### src/rtl/delta_pkg.sv
// delta_pkg
//   Shared definitions for the delta controller loaders: the loader state
//   encoding, SRAM line geometry, DRAM word size and the round-up helper
//   that pads a feature-map edge to a whole number of SRAM lines.
package delta_pkg;

   typedef enum logic [2:0] {
      IDLE,
      CHECK,
      RD_LO,
      RD_HI,
      SRAM_WR,
      FINISH
   } state_t;

   localparam int SRAM_LINE_BITS  = 64;
   localparam int ELEMS_PER_LINE  = 8;
   localparam int DRAM_WORD_BYTES = 4;

   // Rounds a row/column count up to the next multiple of 8 elements so that
   // each padded row fills whole SRAM lines.
   function automatic logic [31:0] round_up8(input logic [31:0] size);
      return (size + 32'd7) & ~32'd7;
   endfunction

endpackage

### src/rtl/delta_word_packer.sv
// delta_word_packer
//   Assembles a 64-bit SRAM line from two consecutive 32-bit DRAM words.
//   The low strobe captures into line[31:0], the high strobe into line[63:32];
//   untouched halves keep their previous contents.
// Ports:
//   clock       rising-edge clock
//   reset       synchronous active-high reset, clears the line
//   capture_lo  load word into the low half this cycle
//   capture_hi  load word into the high half this cycle
//   word        32-bit word from DRAM
//   line        registered 64-bit packed line {high word, low word}
module delta_word_packer
   import delta_pkg::*;
(
   input  logic                      clock,
   input  logic                      reset,
   input  logic                      capture_lo,
   input  logic                      capture_hi,
   input  logic [31:0]               word,
   output logic [SRAM_LINE_BITS-1:0] line
);

   always_ff @(posedge clock) begin
      if (reset) begin
         line <= '0;
      end else begin
         if (capture_lo) begin
            line[31:0] <= word;
         end
         if (capture_hi) begin
            line[SRAM_LINE_BITS-1:32] <= word;
         end
      end
   end

endmodule

### src/rtl/delta_controller_input_loader.sv
// delta_controller_input_loader
//   Streams one layer's input feature map from DRAM into the Input SRAM.
//   Each SRAM line is built from two sequential 32-bit DRAM reads and written
//   to consecutive element addresses (8 elements per line). A one-cycle
//   finished pulse marks the end of the load.
// Ports:
//   clock, reset         clock and synchronous active-high reset
//   start_DRAM_load      begins a load when seen in IDLE
//   IC_Num, IRC_Size     input channel count and row/column size
//   input_start_address  DRAM byte address of the first word
//   DRAM_*               read request/address, read data and completion
//   Input_SRAM_*         packed line, element address, write request/done
//   finished             one-cycle end-of-load pulse
module delta_controller_input_loader
   import delta_pkg::*;
#(
   parameter int BIN_LEN           = 8,
   parameter int MAX_INPUT_CHANNEL = 256,
   parameter int MAX_FEATURE_SIZE  = 256
)
(
   input  logic                                clock,
   input  logic                                reset,
   input  logic                                start_DRAM_load,
   input  logic [$clog2(MAX_INPUT_CHANNEL):0]  IC_Num,
   input  logic [$clog2(MAX_FEATURE_SIZE):0]   IRC_Size,
   input  logic [31:0]                         input_start_address,
   output logic                                DRAM_Read,
   output logic [31:0]                         DRAM_Address,
   input  logic [31:0]                         DRAM_ReadData,
   input  logic                                DRAM_ReadDone,
   output logic [63:0]                         Input_SRAM_w_d,
   output logic [31:0]                         Input_SRAM_w_addr,
   output logic                                Input_SRAM_w_en,
   input  logic                                Input_SRAM_w_done,
   output logic                                finished
);

   localparam int LINE_STRIDE = SRAM_LINE_BITS / BIN_LEN;

   state_t      state;
   logic [31:0] dram_address;
   logic [31:0] sram_addr;
   logic [31:0] line_count;
   logic [31:0] total_lines;
   logic [31:0] rc_padded;
   logic [31:0] volume_lines;
   logic        capture_lo;
   logic        capture_hi;

   // Line count of the requested volume: every padded row holds rc/8 lines,
   // and there are rc rows per channel. Kept in 32 bits so large maps wrap
   // rather than truncate mid-product.
   assign rc_padded    = round_up8(32'(IRC_Size));
   assign volume_lines = 32'(IC_Num) * rc_padded * (rc_padded / 32'(ELEMS_PER_LINE));

   // Read completions only matter in the two read states; strays elsewhere
   // must not disturb the line being assembled.
   assign capture_lo = (state == RD_LO) && DRAM_ReadDone;
   assign capture_hi = (state == RD_HI) && DRAM_ReadDone;

   // Loader FSM with its address and line counters. Inputs are sampled only
   // at start; the counters keep their final values after FINISH.
   always_ff @(posedge clock) begin
      if (reset) begin
         state        <= IDLE;
         dram_address <= input_start_address;
         sram_addr    <= '0;
         line_count   <= '0;
         total_lines  <= '0;
      end else begin
         case (state)
            IDLE: begin
               if (start_DRAM_load) begin
                  total_lines  <= volume_lines;
                  dram_address <= input_start_address;
                  sram_addr    <= '0;
                  line_count   <= '0;
                  state        <= CHECK;
               end
            end
            CHECK: begin
               state <= (line_count == total_lines) ? FINISH : RD_LO;
            end
            RD_LO: begin
               if (DRAM_ReadDone) begin
                  dram_address <= dram_address + 32'(DRAM_WORD_BYTES);
                  state        <= RD_HI;
               end
            end
            RD_HI: begin
               if (DRAM_ReadDone) begin
                  dram_address <= dram_address + 32'(DRAM_WORD_BYTES);
                  state        <= SRAM_WR;
               end
            end
            SRAM_WR: begin
               if (Input_SRAM_w_done) begin
                  line_count <= line_count + 32'd1;
                  sram_addr  <= sram_addr + 32'(LINE_STRIDE);
                  state      <= CHECK;
               end
            end
            FINISH: begin
               state <= IDLE;
            end
            default: begin
               state <= IDLE;
            end
         endcase
      end
   end

   delta_word_packer u_packer (
      .clock      (clock),
      .reset      (reset),
      .capture_lo (capture_lo),
      .capture_hi (capture_hi),
      .word       (DRAM_ReadData),
      .line       (Input_SRAM_w_d)
   );

   assign DRAM_Read         = (state == RD_LO) || (state == RD_HI);
   assign Input_SRAM_w_en   = (state == SRAM_WR);
   assign finished          = (state == FINISH);
   assign DRAM_Address      = dram_address;
   assign Input_SRAM_w_addr = sram_addr;

endmodule

### config.mk
export PLATFORM = sky130hd
export DESIGN_NAME = delta_controller_input_loader
export DESIGN_NICKNAME = d
export VERILOG_FILES = /design/src/rtl/delta_pkg.sv /design/src/rtl/delta_word_packer.sv /design/src/rtl/delta_controller_input_loader.sv
export SDC_FILE = /design/constraint.sdc
export NUM_CORES = 1
export LEC_CHECK = 0
export BUFFER_PORTS_ARGS = -buffer_cell sky130_fd_sc_hd__buf_2
export CORE_MARGIN = 2
export CORE_UTILIZATION = 25
export DETAILED_ROUTE_END_ITERATION = 8
export MAX_ROUTING_LAYER = met4
export PLACE_DENSITY = 0.48
export SYNTH_ARGS = -nofsm -noshare
export SYNTH_HDL_FRONTEND = slang
export SYNTH_SLANG_ARGS = --single-unit
### constraint.sdc
create_clock -name clock -period 12.6 [get_ports clock]
set_input_delay 2.52 -clock clock [delete_from_list [all_inputs] [get_ports clock]]
set_output_delay 2.52 -clock clock [all_outputs]
set_load 0.02 [all_outputs]
==> results.yml <==
worst_setup_path:
  cp.required_ps: 12970
  crit_top_cell: "fa_1"
  crit_arrival_ps: 12200
  slowest_delay_ps: 770
  crit_type: "in2reg"
  end_kind: "flop"
  start_kind: "input port"
  slowest_stage: "xnor2_1"
  cp_max_fo: 10
synth:
  synth_common_cells: "nand2_1 (273), nor2_1 (185), dfxtp_1 (151), a21oi_1 (140), inv_1 (111)"
  synth.top_cell.area_share_pct: 22.5
  synth_cells: 1599
  synth_area_um2: 13400
  synthSimpleGateAreaFrac_pct: 23.6
  synth_compound_area_share_pct: 10.2
  synth_adder_area_share_pct: 22.7
  yosys.cell_types.count: 68
  seq_area_frac_synth_pct: 29.6
  synth-xor-area-share_pct: 8.67
  synth_top_family_by_area: "simple AND/OR/NAND/NOR gates"
  ys_top_cells_by_area: "dfxtp_1 (22%), fa_1 (15%), nand2_1 (7.6%)"
  yosysWarnings: 0
  synth_area_per_cell_um2: 8.41
  synth_edf_count: 32
  yosysMostFrequentCell: "nand2_1"
  ys_ff_latch: 183
  synthArstFlopShare_pct: 0
  yosysTopAreaCell: "dfxtp_1"
  ys.flop_type: "dfxtp_1"
  synthMuxAreaShare_pct: 0.168
sta:
  worst_pin_slew_ps: 1080
  clock.fmax_mhz: 84.5
  setup_viol: 0
  fin_skew_ps: 25.5
  slew_viol_final: 0
  fin_crit_sh_pct: 93.9
  layout_min_cycle_time_ps: 11840
  tns_ps: 0
  hold_viol_final: 0
  slew_headroom_pct: 27.5
  rsz0062_at_grt: "no"
floorplan:
  boundaryPins: 218
  die_y_um: 236
  die_x_um: 236
  start_util_pct: 25.4
  core_um2: 52900
  rows: 84
  dieArea_um2: 55600
clock_network:
  cts_resized: 0
  cts_buffers: 17
  cts_setup_buffers: 0
  cts_buffer_depth: 2
  ctsHoldBuffers: 0
  clkTransAtPathRegs_ps: 70
  clock_sinks: 183
  cts_tree: "done"
  htree_levels: 4
  cts-root-buf: "clkbuf_16"
  clock_latency_ps: 460
grt:
  grtUsageTotal_pct: 14.1
  gr-total-overflow: 0
  grt_pass1_wl_um: 61700
  antenna_found_initial: 1
  grt_pass1_vias: 11500
  grt_max_degree: 75
route:
  final_antenna_net_count: 0
  route.detailed.drc: 0
  drt-vias-per-instance: 4.58
  dr.pass1.iters: 5
  drt_iter0_drc: 545
  vias: 11400
  routedWlPerCell_um: 15.1
  wirelength_um: 37500
status:
  status: "complete, no violations"
final_layout:
  synthToLayoutAreaGrowth_pct: 18.4
  nFillCells: 5780
  nNetsFinal: 2055
  drive_gt1_share_pct: 15.9
  fin_util_pct: 30.1
  fin_cells: 2488
placed_design:
  gp_congestion: 0.833
  dp_hpwl_um: 28900
  port_buffers: 214
  dpl.cell_count: 2455
min_path:
  hold_class: "reg2reg"
flow_run:
  max_cap_viol_count: 0
[placed cells by master (no fill, tap or decap), types with 6 or more instances in the layout]
cell and instances:
nor2_1 183, nor3_1 13, a211oi_1 9, xnor2_1 57
or3_1 17, o21ai_0 34, xor2_1 76, inv_8 6
dfxtp_1 151, nand3_1 46, and3_1 21, ha_1 79
inv_1 111, and2_1 42, buf_4 16, clkbuf_16 18
and4_1 8, nand4_1 29, nand2_1 273, edfxtp_1 32
fa_1 103, a21oi_1 140, nor2b_1 9, buf_2 213
nand2b_1 14, a21o_1 9
[per-stage QoR]
step	area (µm²)	setup slack, ps	hold WS, ps
after floorplan	13500	1340	444
after global placement	15300	491	440
after detailed placement	15300	340	444
after CTS	15900	764	454
after global routing	15900	81.4	472
final	15900	765	453
[area by class of cell]
cell class	count	area [µm²]	share of cell area [%]
sequential	183	3980	25.0
antenna	1	2.50	0.0157
inverter	111	417	2.62
clock buffer	18	450	2.83
timing repair buffer	229	1190	7.45
tap	688	861	5.41
multi-input combinational	1244	8820	55.4
clock inverter	14	198	1.24
[final timing paths]
kind | from | depth (start not counted) | to | slack [ps]
worst max register to register | DRAM_Address[2]$_DFFE_PP_ | 8 | DRAM_Address[30]$_DFFE_PP_ | 10130
worst min register to register | u_packer.line[61]$_SDFFE_PP0P_ | 2 | u_packer.line[61]$_SDFFE_PP0P_ | 450
worst min-delay path | u_packer.line[61]$_SDFFE_PP0P_ | 2 | u_packer.line[61]$_SDFFE_PP0P_ | 450
worst max-delay path | IRC_Size[0] | 32 | total_lines[23]$_SDFFE_PP0P_ | 760
[metal layers]
layer  up-vias  global-route usage, %  wire, µm
met5         -                      -         0
met4         0                   3.44       673
met3        35                   2.13      1010
met2       163                   23.6     18600
met1      5537                   17.8     17200
li1       5658                      -         -
[critical path, delay by kind of cell]
family / cells / cell delay (ps)
AND/OR/NAND/NOR: 9 / 1400
XOR/XNOR: 2 / 1270
adder cells (fa/ha/maj): 10 / 4800
buffers and inverters: 4 / 250
AO/OA/AOI/OAI: 7 / 1960
[registers in the layout, summed over array words and instances (netlist names)]
register and cells:
DRAM_Address 32, state 3, u_packer.line 64, Input_SRAM_w_addr 29, total_lines 23, line_count 32
[cell families after synthesis]
group | Yosys count
muxes | 2
AOI/OAI and AO/OA | 237
buffers and inverters | 174
and+or+nand+nor | 686
other | 2
xor gates and xnor gates | 133
adders and majority gates | 182
DFF | 183
Power is not shown: default switching activity piles up to over one toggle a cycle in this logic, so the estimate is an artifact.
